<file path="config.mk">
export PLATFORM = sky130hd
export DESIGN_NAME = char_ram_console_ctrl_flat
export DESIGN_NICKNAME = d
export VERILOG_FILES = /design/src/rtl/char_ram_console_ctrl_pkg.sv /design/src/rtl/char_ram_console_ctrl_if.sv /design/src/rtl/char_ram_console_ctrl_cursor.sv /design/src/rtl/char_ram_console_ctrl.sv /design/src/flat_wrapper.sv
export SDC_FILE = /design/constraint.sdc
export NUM_CORES = 1
export LEC_CHECK = 0
export CORE_AREA = 4 4 110 112
export DETAILED_ROUTE_END_ITERATION = 7
export DIE_AREA = 0 0 114 116
export HOLD_SLACK_MARGIN = 0.06
export PLACE_DENSITY = 0.54
export SLEW_MARGIN = 20
export SYNTH_ARGS = -nofsm -noshare
export SYNTH_HDL_FRONTEND = slang
export SYNTH_HIERARCHICAL = 1
export SYNTH_SLANG_ARGS = --single-unit
</file>
<file path="constraint.sdc">
create_clock -name clk -period 3.2 [get_ports clk]
set_clock_uncertainty 0.1 [all_clocks]
set_input_delay 0.32 -clock clk [delete_from_list [all_inputs] [get_ports clk]]
set_output_delay 0.32 -clock clk [all_outputs]
set_load 0.02 [all_outputs]
</file>
<file path="src/rtl/char_ram_console_ctrl_pkg.sv">
// Shared definitions for the character RAM console write controller:
// control codes, FSM states, cursor operations and bus widths.
package char_console_pkg;

  localparam int unsigned ADDR_W = 14;
  localparam int unsigned DATA_W = 8;

  localparam logic [7:0] CC_LF    = 8'h0A;
  localparam logic [7:0] CC_CR    = 8'h0D;
  localparam logic [7:0] CC_BS    = 8'h08;
  localparam logic [7:0] CC_FF    = 8'h0C;
  localparam logic [7:0] PRINT_LO = 8'h20;
  localparam logic [7:0] PRINT_HI = 8'h7E;

  typedef enum logic {
    ST_CLEAR,
    ST_IDLE
  } state_t;

  typedef enum logic [2:0] {
    CUR_HOLD,
    CUR_ADV,
    CUR_NL,
    CUR_CR,
    CUR_BS,
    CUR_HOME
  } cur_op_t;

  function automatic logic is_printable(input logic [7:0] b);
    return (b >= PRINT_LO) && (b <= PRINT_HI);
  endfunction

endpackage

</file>
<file path="src/rtl/char_ram_console_ctrl_if.sv">
// Byte-stream handshake plus RAM write port of the console controller.
// master = byte producer / RAM side, slave = controller.
interface char_ram_console_ctrl_if;
  import char_console_pkg::*;

  logic              in_valid;
  logic [DATA_W-1:0] in_data;
  logic              in_ready;
  logic              wea;
  logic [ADDR_W-1:0] addra;
  logic [DATA_W-1:0] dia;

  modport master (
    output in_valid, in_data,
    input  in_ready, wea, addra, dia
  );

  modport slave (
    input  in_valid, in_data,
    output in_ready, wea, addra, dia
  );
endinterface

</file>
<file path="src/rtl/char_ram_console_ctrl_cursor.sv">
// Cursor tracker: column, row and row base address (stepped by COLS,
// so the cell address needs only an adder).
module char_cursor import char_console_pkg::*; #(
  parameter int unsigned COLS = 40,
  parameter int unsigned ROWS = 25
) (
  input  logic              clk,
  input  logic              rst_n,
  input  cur_op_t           i_op,
  output logic [5:0]        o_col,
  output logic [4:0]        o_row,
  output logic [ADDR_W-1:0] o_addr,
  output logic              o_last_row,
  output logic              o_last_cell,
  output logic              o_col_zero
);

  logic [5:0]        r_col;
  logic [4:0]        r_row;
  logic [ADDR_W-1:0] r_row_base;

  logic              w_last_col;
  logic              w_last_row;
  logic [4:0]        w_row_step;
  logic [ADDR_W-1:0] w_base_step;
  logic [5:0]        w_col_nxt;
  logic [4:0]        w_row_nxt;
  logic [ADDR_W-1:0] w_base_nxt;

  // Position flags, cell address and the wrapped next-row values.
  always_comb begin
    w_last_col = (r_col == 6'(COLS - 1));
    w_last_row = (r_row == 5'(ROWS - 1));
    if (w_last_row) begin
      w_row_step  = '0;
      w_base_step = '0;
    end else begin
      w_row_step  = r_row + 5'd1;
      w_base_step = r_row_base + ADDR_W'(COLS);
    end
  end

  assign o_col       = r_col;
  assign o_row       = r_row;
  assign o_addr      = r_row_base + ADDR_W'(r_col);
  assign o_last_row  = w_last_row;
  assign o_last_cell = w_last_col && w_last_row;
  assign o_col_zero  = (r_col == '0);

  // Next cursor position for the requested operation.
  always_comb begin
    w_col_nxt  = r_col;
    w_row_nxt  = r_row;
    w_base_nxt = r_row_base;
    case (i_op)
      CUR_ADV: begin
        if (w_last_col) begin
          w_col_nxt  = '0;
          w_row_nxt  = w_row_step;
          w_base_nxt = w_base_step;
        end else begin
          w_col_nxt = r_col + 6'd1;
        end
      end
      CUR_NL: begin
        w_col_nxt  = '0;
        w_row_nxt  = w_row_step;
        w_base_nxt = w_base_step;
      end
      CUR_CR: w_col_nxt = '0;
      CUR_BS: begin
        if (r_col != '0) w_col_nxt = r_col - 6'd1;
      end
      CUR_HOME: begin
        w_col_nxt  = '0;
        w_row_nxt  = '0;
        w_base_nxt = '0;
      end
      default: ;
    endcase
  end

  // Cursor registers.
  always_ff @(posedge clk or negedge rst_n) begin
    if (!rst_n) begin
      r_col      <= '0;
      r_row      <= '0;
      r_row_base <= '0;
    end else begin
      r_col      <= w_col_nxt;
      r_row      <= w_row_nxt;
      r_row_base <= w_base_nxt;
    end
  end

endmodule

</file>
<file path="src/rtl/char_ram_console_ctrl.sv">
// Write-side controller for the 1024x8 character RAM: clear sweep after
// reset / form feed, then byte-stream decoding into RAM writes at the cursor.
// Optional macro CHAR_CONSOLE_AUTOCLR_EN: wrapping past the last row
// clears the screen instead of overwriting from row 0.
module char_ram_console_ctrl import char_console_pkg::*; #(
  parameter int unsigned COLS      = 40,
  parameter int unsigned ROWS      = 25,
  parameter logic [7:0]  FILL_CHAR = 8'h20
) (
  input  logic                   clk,
  input  logic                   rst_n,
  char_ram_console_ctrl_if.slave bus,
  output logic [5:0]             cur_col,
  output logic [4:0]             cur_row,
  output logic                   busy
);

  localparam int unsigned       CELLS     = COLS * ROWS;
  localparam logic [ADDR_W-1:0] LAST_ADDR = ADDR_W'(CELLS - 1);
`ifdef CHAR_CONSOLE_AUTOCLR_EN
  localparam logic AUTOCLR = 1'b1;
`else
  localparam logic AUTOCLR = 1'b0;
`endif

  state_t            r_state,    w_state;
  logic [ADDR_W-1:0] r_sweep,    w_sweep;
  logic              r_wea,      w_wea;
  logic [ADDR_W-1:0] r_addra,    w_addra;
  logic [DATA_W-1:0] r_dia,      w_dia;
  logic              r_in_ready, w_in_ready;
  logic              r_busy,     w_busy;
  cur_op_t           w_cur_op;

  logic              w_accept;
  logic [ADDR_W-1:0] w_cur_addr;
  logic              w_last_row;
  logic              w_last_cell;
  logic              w_col_zero;

  char_cursor #(
    .COLS (COLS),
    .ROWS (ROWS)
  ) u_cursor (
    .clk         (clk),
    .rst_n       (rst_n),
    .i_op        (w_cur_op),
    .o_col       (cur_col),
    .o_row       (cur_row),
    .o_addr      (w_cur_addr),
    .o_last_row  (w_last_row),
    .o_last_cell (w_last_cell),
    .o_col_zero  (w_col_zero)
  );

  assign w_accept     = bus.in_valid && r_in_ready;
  assign bus.in_ready = r_in_ready;
  assign bus.wea      = r_wea;
  assign bus.addra    = r_addra;
  assign bus.dia      = r_dia;
  assign busy         = r_busy;

  // Next state, sweep counter, write port and cursor operation.
  always_comb begin
    w_state    = r_state;
    w_sweep    = r_sweep;
    w_wea      = 1'b0;
    w_addra    = r_addra;
    w_dia      = r_dia;
    w_in_ready = r_in_ready;
    w_busy     = r_busy;
    w_cur_op   = CUR_HOLD;
    case (r_state)
      ST_CLEAR: begin
        w_wea    = 1'b1;
        w_addra  = r_sweep;
        w_dia    = FILL_CHAR;
        w_cur_op = CUR_HOME;
        if (r_sweep == LAST_ADDR) begin
          w_state    = ST_IDLE;
          w_sweep    = '0;
          w_in_ready = 1'b1;
          w_busy     = 1'b0;
        end else begin
          w_sweep = r_sweep + ADDR_W'(1);
        end
      end
      ST_IDLE: begin
        if (w_accept) begin
          if (is_printable(bus.in_data)) begin
            w_wea   = 1'b1;
            w_addra = w_cur_addr;
            w_dia   = bus.in_data;
            if (AUTOCLR && w_last_cell) begin
              w_cur_op   = CUR_HOME;
              w_state    = ST_CLEAR;
              w_sweep    = '0;
              w_in_ready = 1'b0;
              w_busy     = 1'b1;
            end else begin
              w_cur_op = CUR_ADV;
            end
          end else begin
            case (bus.in_data)
              CC_LF: begin
                if (AUTOCLR && w_last_row) begin
                  w_cur_op   = CUR_HOME;
                  w_state    = ST_CLEAR;
                  w_sweep    = '0;
                  w_in_ready = 1'b0;
                  w_busy     = 1'b1;
                end else begin
                  w_cur_op = CUR_NL;
                end
              end
              CC_CR: w_cur_op = CUR_CR;
              CC_BS: begin
                if (!w_col_zero) begin
                  w_wea    = 1'b1;
                  w_addra  = w_cur_addr - ADDR_W'(1);
                  w_dia    = FILL_CHAR;
                  w_cur_op = CUR_BS;
                end
              end
              CC_FF: begin
                w_cur_op   = CUR_HOME;
                w_state    = ST_CLEAR;
                w_sweep    = '0;
                w_in_ready = 1'b0;
                w_busy     = 1'b1;
              end
              default: ;
            endcase
          end
        end
      end
      default: w_state = ST_CLEAR;
    endcase
  end

  // State and output registers; reset restarts the clear sweep at 0.
  always_ff @(posedge clk or negedge rst_n) begin
    if (!rst_n) begin
      r_state    <= ST_CLEAR;
      r_sweep    <= '0;
      r_wea      <= 1'b0;
      r_addra    <= '0;
      r_dia      <= '0;
      r_in_ready <= 1'b0;
      r_busy     <= 1'b1;
    end else begin
      r_state    <= w_state;
      r_sweep    <= w_sweep;
      r_wea      <= w_wea;
      r_addra    <= w_addra;
      r_dia      <= w_dia;
      r_in_ready <= w_in_ready;
      r_busy     <= w_busy;
    end
  end

endmodule

</file>
<file path="src/flat_wrapper.sv">
// flat-port wrapper written by rule: the top's interface ports become plain ports
module char_ram_console_ctrl_flat import char_console_pkg::*;
#(
  parameter int unsigned COLS      = 40,
  parameter int unsigned ROWS      = 25,
  parameter logic [7:0]  FILL_CHAR = 8'h20
)
  (clk, rst_n, cur_col, cur_row, busy, bus_in_valid, bus_in_data, bus_in_ready, bus_wea, bus_addra, bus_dia);
  char_ram_console_ctrl_if bus_i ();
  input  logic clk;
  input  logic rst_n;
  output logic [5:0] cur_col;
  output logic [4:0] cur_row;
  output logic busy;
  input wire logic [$bits(bus_i.in_valid)-1:0] bus_in_valid;
  input wire logic [$bits(bus_i.in_data)-1:0] bus_in_data;
  output wire logic [$bits(bus_i.in_ready)-1:0] bus_in_ready;
  output wire logic [$bits(bus_i.wea)-1:0] bus_wea;
  output wire logic [$bits(bus_i.addra)-1:0] bus_addra;
  output wire logic [$bits(bus_i.dia)-1:0] bus_dia;
  assign bus_i.in_valid = bus_in_valid;
  assign bus_i.in_data = bus_in_data;
  assign bus_in_ready = bus_i.in_ready;
  assign bus_wea = bus_i.wea;
  assign bus_addra = bus_i.addra;
  assign bus_dia = bus_i.dia;
  char_ram_console_ctrl #(.COLS(COLS), .ROWS(ROWS), .FILL_CHAR(FILL_CHAR)) u_core (.clk(clk), .rst_n(rst_n), .bus(bus_i), .cur_col(cur_col), .cur_row(cur_row), .busy(busy));
endmodule
</file>
# Word level (Yosys, flattened, before mapping)
# Index checks and enable logic that the tools add are counted.
# totals
ff_bits,65
inputBits,11
out_inout_bits,36
word_cells,101
# classes
add_sub_neg,7
n_lt_le_gt_ge,2
eq_ne,20
mux,49
bitwise,1
reduce_logical,12
# op_table
operator,count
2-to-1 mux 14 bit,10
case mux 14 bit (2 select lines),2
case mux 14 bit (3 select lines),1
equality test 8 x 4 -> 1 bit (second input constant),4
2-to-1 mux 8 bit,4
case mux 6 bit (3 select lines),1
2-to-1 mux 1 bit,16
case mux 8 bit (2 select lines),1
case mux 5 bit (3 select lines),1
adder 14 x 1 -> 14 bit (second input constant),1
adder 14 x 6 -> 14 bit,1
adder 14 x 6 -> 14 bit (second input constant),1
equality test 14 x 10 -> 1 bit (second input constant),1
subtractor 14 x 1 -> 14 bit (second input constant),1
2-to-1 mux 6 bit,2
case mux 3 bit (4 select lines),1
2-to-1 mux 5 bit,2
inequality test 2 bit (second input constant),5
2-to-1 mux 3 bit,3
>= comparator 8 x 6 -> 1 bit (second input constant),1
less-or-equal comparator 8 x 7 -> 1 bit (second input constant),1
case mux 1 bit (2 select lines),4
adder 6 x 1 -> 6 bit (second input constant),1
equality test 3 x 2 -> 1 bit (second input constant),2
18 further kinds,24

# Depth between registers and ports, before layout
# Gate-level depths: netlist of run 1.
# logic_depth
word_depth,10
mapped_depth,12
mapped_depth_nobuf,10

# Cells and area by module
# Netlist of run 1, hierarchy kept.
# modules_own_cells
mod,n_inst,cells_per_inst,area_per_inst_um2,seq_area_each_um2
char_ram_console_ctrl,1,257,2250.9,1002.2
char_cursor,1,185,1585.3,550.5

# Least setup slack after synthesis of run 1
# No wires, ideal clock.
# synth_path
path_kind,input port to flip-flop
from,input bus_in_data[7]
to,register u_core.u_cursor.r_row_base[10]
setup_time_ps,78
arrival_time_ps,2874
t_required_ps,3022
setup_slack_ps,148
path_stages,12
path_buffers,3
path_cell_list,o21ba_2 > o21a_1 > clkbuf_1 > clkbuf_1 > a31oi_1 > o21ai_0 > nand2b_1 > or3_4 > and2_4 > buf_6 > or3_1 > a21oi_1
# synth_via
elab_chain_len,8
word_cells_on_any_way,18
cone_classes,order compare (2); eq/ne (8); mux (5); reduce/logical (3)
# synth_lines
item,line,text
start: declaration,flat_wrapper.sv:16,input wire logic [$bits(bus_i.in_data)-1:0] bus_in_data;
">= comparator 8 x 6 -> 1 bit, or another cell as far along",char_ram_console_ctrl_pkg.sv:30,return (b >= PRINT_LO) && (b <= PRINT_HI);
logical AND 1 bit / case mux 3 bit (4 select lines) (equally long branches),"char_ram_console_ctrl_pkg.sv:30, char_ram_console_ctrl.sv:104",
2-to-1 mux 3 bit *,char_ram_console_ctrl.sv:90,if (is_printable(bus.in_data)) begin
2-to-1 mux 3 bit *,char_ram_console_ctrl.sv:89,if (w_accept) begin
case mux 3 bit (2 select lines) *,char_ram_console_ctrl.sv:73,case (r_state)
net u_core.w_cur_op[0],char_ram_console_ctrl.sv:33,cur_op_t w_cur_op;
"equality test 3 x 1 -> 1 bit, or another cell as far along",char_ram_console_ctrl_cursor.sv:55,case (i_op)
inequality test 2 bit (no source line) / nonzero test 3 bit (equally long branches),-,
AND reduction 2 bit (no source line),-,
end signal: assignment,char_ram_console_ctrl_cursor.sv:92,r_row_base <= w_base_nxt;
end: declaration,char_ram_console_ctrl_cursor.sv:20,logic [ADDR_W-1:0] r_row_base;
# The timed path passes the listed nets; every way through them passes the cells marked *.
# A chain may end at the register's enable or synchronous reset.

# Worst setup path after layout of run 1
# layout_path
from,"register u_core.u_cursor.r_col[4], in the netlist u_core/u_cursor/o_col[4]"
to,"register u_core.r_addra[13], in the netlist u_core/bus.addra[13]"
# layout_via
elab_chain_len,7
word_cells_on_any_way,10
cone_classes,add/sub (2); eq/ne (1); mux (5); reduce/logical (2)
# layout_lines
item,line,text
start: declaration,char_ram_console_ctrl_cursor.sv:18,logic [5:0] r_col;
start signal: assignment,char_ram_console_ctrl_cursor.sv:90,r_col <= w_col_nxt;
adder 14 x 6 -> 14 bit,char_ram_console_ctrl_cursor.sv:45,assign o_addr = r_row_base + ADDR_W'(r_col);
net u_core.w_cur_addr[8],char_ram_console_ctrl.sv:36,logic [ADDR_W-1:0] w_cur_addr;
subtractor 14 x 1 -> 14 bit,char_ram_console_ctrl.sv:120,w_addra = w_cur_addr - ADDR_W'(1);
2-to-1 mux 14 bit,char_ram_console_ctrl.sv:118,if (!w_col_zero) begin
2-to-1 mux 14 bit,char_ram_console_ctrl.sv:104,case (bus.in_data)
2-to-1 mux 14 bit,char_ram_console_ctrl.sv:90,
2-to-1 mux 14 bit,char_ram_console_ctrl.sv:89,
case mux 14 bit (2 select lines),char_ram_console_ctrl.sv:73,
end signal: assignment,char_ram_console_ctrl.sv:155,r_addra <= w_addra;
end: declaration,char_ram_console_ctrl.sv:29,"logic [ADDR_W-1:0] r_addra, w_addra;"
# The timed path passes the listed nets, and every way through them passes these cells. The select of a mux whose other input is x is not followed.

==> run_results.csv, run 1 <==
group,metric,value,unit
yosys,syn_area_per_cell,8.69,um^2
timing,drv_slew,0,
setup_path,timing.critical_path.from_type,"register",
setup_path,crit_path_cells,"ha_1, a21o_1, a21oi_2, nor2_1, xor2_1, nor3_1, nor4b_1, nand4_1, xor2_1, o21ai_0",
cts,tritoncts_clock_tree,"built",
routing,drtPass1Iterations,5,
placement,dpl-instance-area,0.00463,mm^2
timing,worst_pin_slew,0.877,ns
timing,timing.final.crit_share,89.4,%
cells_and_area,fin_util,44.2,%
floorplanning,die_y,116,um
placement,dpl.hpwl,7710,um
yosys,synthesis.yosys.warnings,6,
floorplanning,core_region_area,0.0112,mm^2
yosys,postSynthCellCount,441,
placement,place.port_buffers,46,
setup_path,worst-endpoint-arrival,2.96,ns
routing,dr_total_vias,3592,
global_routing,grt_overflow_total,0,
cells_and_area,fillCellCount,1137,
routing,wl,10400,um
cts,clock_sink_count,62,
floorplanning,fp.dieW,114,um
power_and_ir_drop,power,3410,uW
timing,final-hold-violation-count,0,
timing,rsz0062_at_grt,"false",
yosys,postSynthNetCount,463,
cts,worst_setup_hold_path_clk_slew,0.05,ns
power_and_ir_drop,p_leak,0.00205,uW
run_status,status,"complete, no violations",
timing,timing.setup.tns,0,ns
power_and_ir_drop,power_density_of_the_placed_cells,688,mW/mm^2
routing,post_drt_wl_per_cell,15.7,um
flow_run,count_of_max_cap_constraint_violations,0,
floorplanning,boundaryPins,47,
cells_and_area,layout-drive-gt1-share,12.4,%
cells_and_area,area_growth_syn_to_layout,29.5,%
floorplanning,core.rowCount,39,
cells_and_area,final_area,0.00496,mm^2
timing,clock_period_minus_worst_slack,2.86,ns
cts,cts_buffers,9,
timing,slew_headroom,41.6,%
yosys,synthesis.area,0.00383,mm^2
routing,postRouteAntennaNets,0,
global_routing,grt_start_max_net_pins,35,
setup_path,worst-endpoint-required,3.30,ns
placement,place_congestion,0.880,
hold_path,hold_path_class,"register to register",
routing,routed_via_density,5.43,
setup_path,critical_path.slowest_cell,"sky130_fd_sc_hd__dfrtp_1",
routing,route.detailed.drc,0,
power_and_ir_drop,vdd_drop_max,0.399,mV
global_routing,grt_antenna_before_repair,0,
setup_path,crit_path_max_fanout,6,
setup_path,crit_path_end_kind,"register",
floorplanning,initial_core_utilization,34.1,%
setup_path,worst-setup-path-type,"register to register",
cells_and_area,area.sequential,0.00155,mm^2
routing,initialDrtViolationCount,230,
cts,worst_skew_pair.late_latency,0.33,ns
floorplanning,die-area,0.0132,mm^2
timing,highest_clock_frequency_the_design_can_meet,0.350,GHz
cells_and_area,multi_input_gate_area_in_the_final_layout,0.00213,mm^2
cells_and_area,n_antenna_cell,0,
global_routing,grt_first_pass_wirelength,17500,um
cts,cts_setup_buffers,0,
cts,cts_buffer_depth,2,
global_routing,grt_use_total,16.5,%
setup_path,critical_path.most_common_cell,"sky130_fd_sc_hd__xor2_1",
cells_and_area,finalNetCount,535,
cts,clock_tree.root_cell,"sky130_fd_sc_hd__clkbuf_16",
timing,setup_viol_count_final,0,
setup_path,critPathMaxStageDelay,0.44,ns
cts,cts_max_level,3,
global_routing,first_global_vias,3508,
metal layers:
layer	share of wire (%)	track usage (%)	wire, um
met1	47	22.1	4890
met2	47	27.0	4920
met3	4.1	2.98	421
met4	1.5	5.46	153
met5	0	0	0
path summary, 6_finish.rpt:
path | to | start | cells after the start | slack [ns]
max | u_core/bus.addra[13] | u_core/u_cursor/o_col[4] | 10 | 0.34
max in group asynchronous | u_core/busy | rst_n | 3 | 1.74
min | u_core/bus.dia[3] | u_core/bus.dia[3] | 2 | 0.42
min reg2reg | u_core/bus.dia[3] | u_core/bus.dia[3] | 2 | 0.42
max reg2reg | u_core/bus.addra[13] | u_core/u_cursor/o_col[4] | 10 | 0.34
min in group asynchronous | u_core/r_sweep[11] | rst_n | 2 | 0.50
power by group:
| group | switching (uW) | internal [uW] | total, uW |
|---|---|---|---|
| clock | 352 | 702 | 1050 |
| sequential | 213 | 967 | 1180 |
| combinational | 642 | 538 | 1180 |
cell usage in the layout, fill, tap and decap left out, types with 4 or more instances in the layout:
cell	count
sky130_fd_sc_hd__xor2_1	9
sky130_fd_sc_hd__nor3_1	11
sky130_fd_sc_hd__nor4b_1	4
sky130_fd_sc_hd__dfrtp_1	61
sky130_fd_sc_hd__nand2b_1	9
sky130_fd_sc_hd__nor2b_1	5
sky130_fd_sc_hd__clkdlybuf4s50_1	45
sky130_fd_sc_hd__o22ai_1	6
sky130_fd_sc_hd__nand4_1	12
sky130_fd_sc_hd__a31oi_1	13
sky130_fd_sc_hd__nor2_1	38
sky130_fd_sc_hd__xnor2_1	22
sky130_fd_sc_hd__o21ai_0	33
sky130_fd_sc_hd__nand2_1	41
sky130_fd_sc_hd__a2bb2oi_1	6
sky130_fd_sc_hd__a22o_1	4
sky130_fd_sc_hd__buf_4	36
sky130_fd_sc_hd__clkbuf_16	9
sky130_fd_sc_hd__a21o_1	4
sky130_fd_sc_hd__o31ai_1	4
sky130_fd_sc_hd__ha_1	11
sky130_fd_sc_hd__nor4_1	9
sky130_fd_sc_hd__a21oi_1	27
sky130_fd_sc_hd__nand3_1	25
sky130_fd_sc_hd__o21ai_1	7
sky130_fd_sc_hd__inv_1	10
sky130_fd_sc_hd__and3_1	5
through the flow:
stage | std cells | setup slack, ns | hold WS, ns
final | 661 | 0.340 | 0.417
after floorplan | 441 | 0.148 | -0.0756
after detailed placement | 644 | 0.108 | 0.365
after CTS | 661 | 0.193 | 0.422
after global placement | 644 | 0.150 | 0.356
after global routing | 661 | 0.0949 | 0.443
worst max-delay path: cells and delay by family, from the launching register on:
| family | cells | cell delay (ns) |
|---|---|---|
| adders and majority gates | 1 | 0.35 |
| DFF | 1 | 0.44 |
| AOI/OAI and AO/OA | 3 | 0.60 |
| and+or+nand+nor | 4 | 0.82 |
| xor gates and xnor gates | 2 | 0.42 |
what timing repair did:
| action | 4_1_cts | 5_1_grt |
|---|---|---|
| endpoints found under the hold margin | 32 | 0 |
| hold buffers | 1 | 0 |
| setup endpoints to repair | 0 | 2 |
| gates resized for setup | 0 | 1 |
state kept, by name, summed over array words and instances, names as in the netlist, 5 cells and up:
register / count
u_core/r_sweep: 14
u_core/u_cursor/r_row_base: 11
u_core/u_cursor/o_row: 5
u_core/bus.addra: 14
u_core/u_cursor/o_col: 6
u_core/bus.dia: 8
area by class of cell:
cell class	instances	area share, %
Inverter	12	0.907
Clock buffer	11	4.89
Clock inverter	5	1.66
Tap cell	143	3.60
Multi-Input combinational cell	345	42.8
Sequential cell	62	31.3
Timing Repair Buffer	83	14.8
Note: power is estimated with default switching activity, not from simulation.
==> run 2: changes to the inputs <==
--- a/config.mk
+++ b/config.mk
@@ -5,11 +5,13 @@
 export SDC_FILE = /design/constraint.sdc
 export NUM_CORES = 1
 export LEC_CHECK = 0
-export CORE_AREA = 4 4 110 112
+export ABC_AREA = 1
+export CORE_AREA = 4 4 116 118
 export DETAILED_ROUTE_END_ITERATION = 7
-export DIE_AREA = 0 0 114 116
+export DIE_AREA = 0 0 120 122
 export HOLD_SLACK_MARGIN = 0.06
-export PLACE_DENSITY = 0.54
+export MAX_ROUTING_LAYER = met4
+export PLACE_DENSITY = 0.53
 export SLEW_MARGIN = 20
 export SYNTH_ARGS = -nofsm -noshare
 export SYNTH_HDL_FRONTEND = slang
==> run_results.csv, run 2 <==
group,metric,value,unit
global_routing,grt_start_max_net_pins,43,
yosys,synthesis.yosys.warnings,6,
cells_and_area,final_area,0.00521,mm^2
power_and_ir_drop,power_density_of_the_placed_cells,810,mW/mm^2
global_routing,grt_antenna_before_repair,0,
setup_path,worst-setup-path-type,"register to register",
routing,routed_via_density,4.74,
cts,cts_buffers,9,
cts,tritoncts_clock_tree,"built",
floorplanning,boundaryPins,47,
setup_path,timing.critical_path.from_type,"register",
global_routing,grt_overflow_total,0,
cells_and_area,area_growth_syn_to_layout,21.8,%
hold_path,hold_path_class,"primary input to async pin",
setup_path,crit_family,"simple AND/OR/NAND/NOR gates",
setup_path,crit_path_max_fanout,8,
power_and_ir_drop,power,4230,uW
cts,cts_buffer_depth,2,
global_routing,first_global_vias,4037,
cells_and_area,n_antenna_cell,0,
cts,clock_sink_count,62,
cts,cts_resized,0,
cts,clock_tree.root_cell,"sky130_fd_sc_hd__clkbuf_16",
setup_path,critPathMaxStageDelay,0.57,ns
placement,dpl.hpwl,8480,um
placement,place.port_buffers,46,
setup_path,worst-endpoint-required,3.35,ns
timing,setup_viol_count_final,0,
yosys,postSynthCellCount,635,
cells_and_area,fin_util,41.8,%
floorplanning,die_y,122,um
timing,clock_period_minus_worst_slack,2.80,ns
floorplanning,initial_core_utilization,34.3,%
cts,worst_setup_hold_path_clk_slew,0.06,ns
cells_and_area,layout-drive-gt1-share,8.84,%
timing,worst_pin_slew,0.966,ns
cells_and_area,mostFrequentLayoutCells,"sky130_fd_sc_hd__nand2_1, sky130_fd_sc_hd__inv_1, sky130_fd_sc_hd__nor2_1",
yosys,synthesis.area,0.00428,mm^2
setup_path,critical_path.slowest_cell,"sky130_fd_sc_hd__o21ai_0",
power_and_ir_drop,p_leak,0.00256,uW
routing,dr_total_vias,4086,
setup_path,worst-endpoint-arrival,2.95,ns
cells_and_area,finalNetCount,707,
routing,postRouteAntennaNets,0,
timing,timing.setup.tns,0,ns
timing,timing.final.crit_share,87.5,%
power_and_ir_drop,vdd_drop_max,0.365,mV
cts,worst_skew_pair.late_latency,0.34,ns
cts,cts_setup_buffers,0,
routing,drtPass1Iterations,4,
cells_and_area,mostFrequentLayoutCell,"sky130_fd_sc_hd__nand2_1",
global_routing,grt_use_total,16.9,%
floorplanning,core.rowCount,41,
run_status,status,"complete, no violations",
setup_path,crit_path_end_kind,"register",
floorplanning,die-area,0.0146,mm^2
setup_path,cp.buffers_inverters,3,
placement,dpl-instance-area,0.00490,mm^2
global_routing,grt_first_pass_wirelength,19300,um
placement,dp.cells,846,
timing,rsz0062_at_grt,"false",
cts,cts.hold.buffers_added,0,
yosys,postSynthNetCount,657,
timing,final-hold-violation-count,0,
timing,highest_clock_frequency_the_design_can_meet,0.357,GHz
timing,slew_headroom,35.6,%
setup_path,crit_path_cells,"inv_1, nand4_1, inv_1, nor2_1, nand3_1, o21ai_0, nand2_1, nor2_2, a21oi_2, inv_2, nand2_1, o21ai_0",
cts,cts_max_level,3,
timing,drv_slew,0,
floorplanning,fp.dieW,120,um
placement,place_congestion,0.939,
cells_and_area,post_layout_nonfiller_instances,862,
routing,initialDrtViolationCount,173,
floorplanning,core_region_area,0.0125,mm^2
routing,post_drt_wl_per_cell,13.0,um
routing,route.detailed.drc,0,
flow_run,count_of_max_cap_constraint_violations,0,
routing,wl,11200,um
yosys,syn_area_per_cell,6.74,um^2
[run 2: metrics by stage]
stage | worst slack [ns] | hold slack, ns
2_1_floorplan | 0.813 | -0.0756
3_3_place_gp | 0.228 | 0.351
3_5_place_dp | 0.195 | 0.354
4_1_cts | 0.389 | 0.0620
5_1_grt | 0.0699 | 0.108
6_report | 0.400 | 0.0335
[run 2: cell type report]
class / instances / area, um^2
Clock buffer: 11 / 253
Clock inverter: 5 / 57.6
Fill cell: 1318 / 7250
Inverter: 78 / 293
Multi-Input combinational cell: 477 / 2300
Sequential cell: 62 / 1550
Tap cell: 172 / 215
Timing Repair Buffer: 57 / 538
[run 2: worst paths after layout]
kind                            slack (ns)  cells after the start                        to                     start
max in group asynchronous             2.21                      2  u_core/u_cursor/o_col[2]                     rst_n
worst max register to register        0.40                     12  u_core/u_cursor/o_col[2]  u_core/u_cursor/o_col[5]
min in group clk                      0.36                      2               u_core/busy               u_core/busy
worst max-delay path                  0.40                     12  u_core/u_cursor/o_col[2]  u_core/u_cursor/o_col[5]
worst min register to register        0.36                      2               u_core/busy               u_core/busy
worst min-delay path                  0.03                      1         u_core/bus.dia[7]                     rst_n
[run 2: power by group]
group / switching, uW / internal (uW) / leakage, uW
registers: 274 / 1040 / 0.000761
clock network: 367 / 643 / 0.000144
logic: 1140 / 762 / 0.00166
total: 1780 / 2440 / 0.00256
[run 2: routing by layer]
layer	track usage [%]	part of all wire, %	up-vias
li1	-	-	2113
met1	21.2	49	1893
met2	26.7	47	66
met3	3.67	2.5	14
met4	6.87	1.9	0
met5	-	0	-
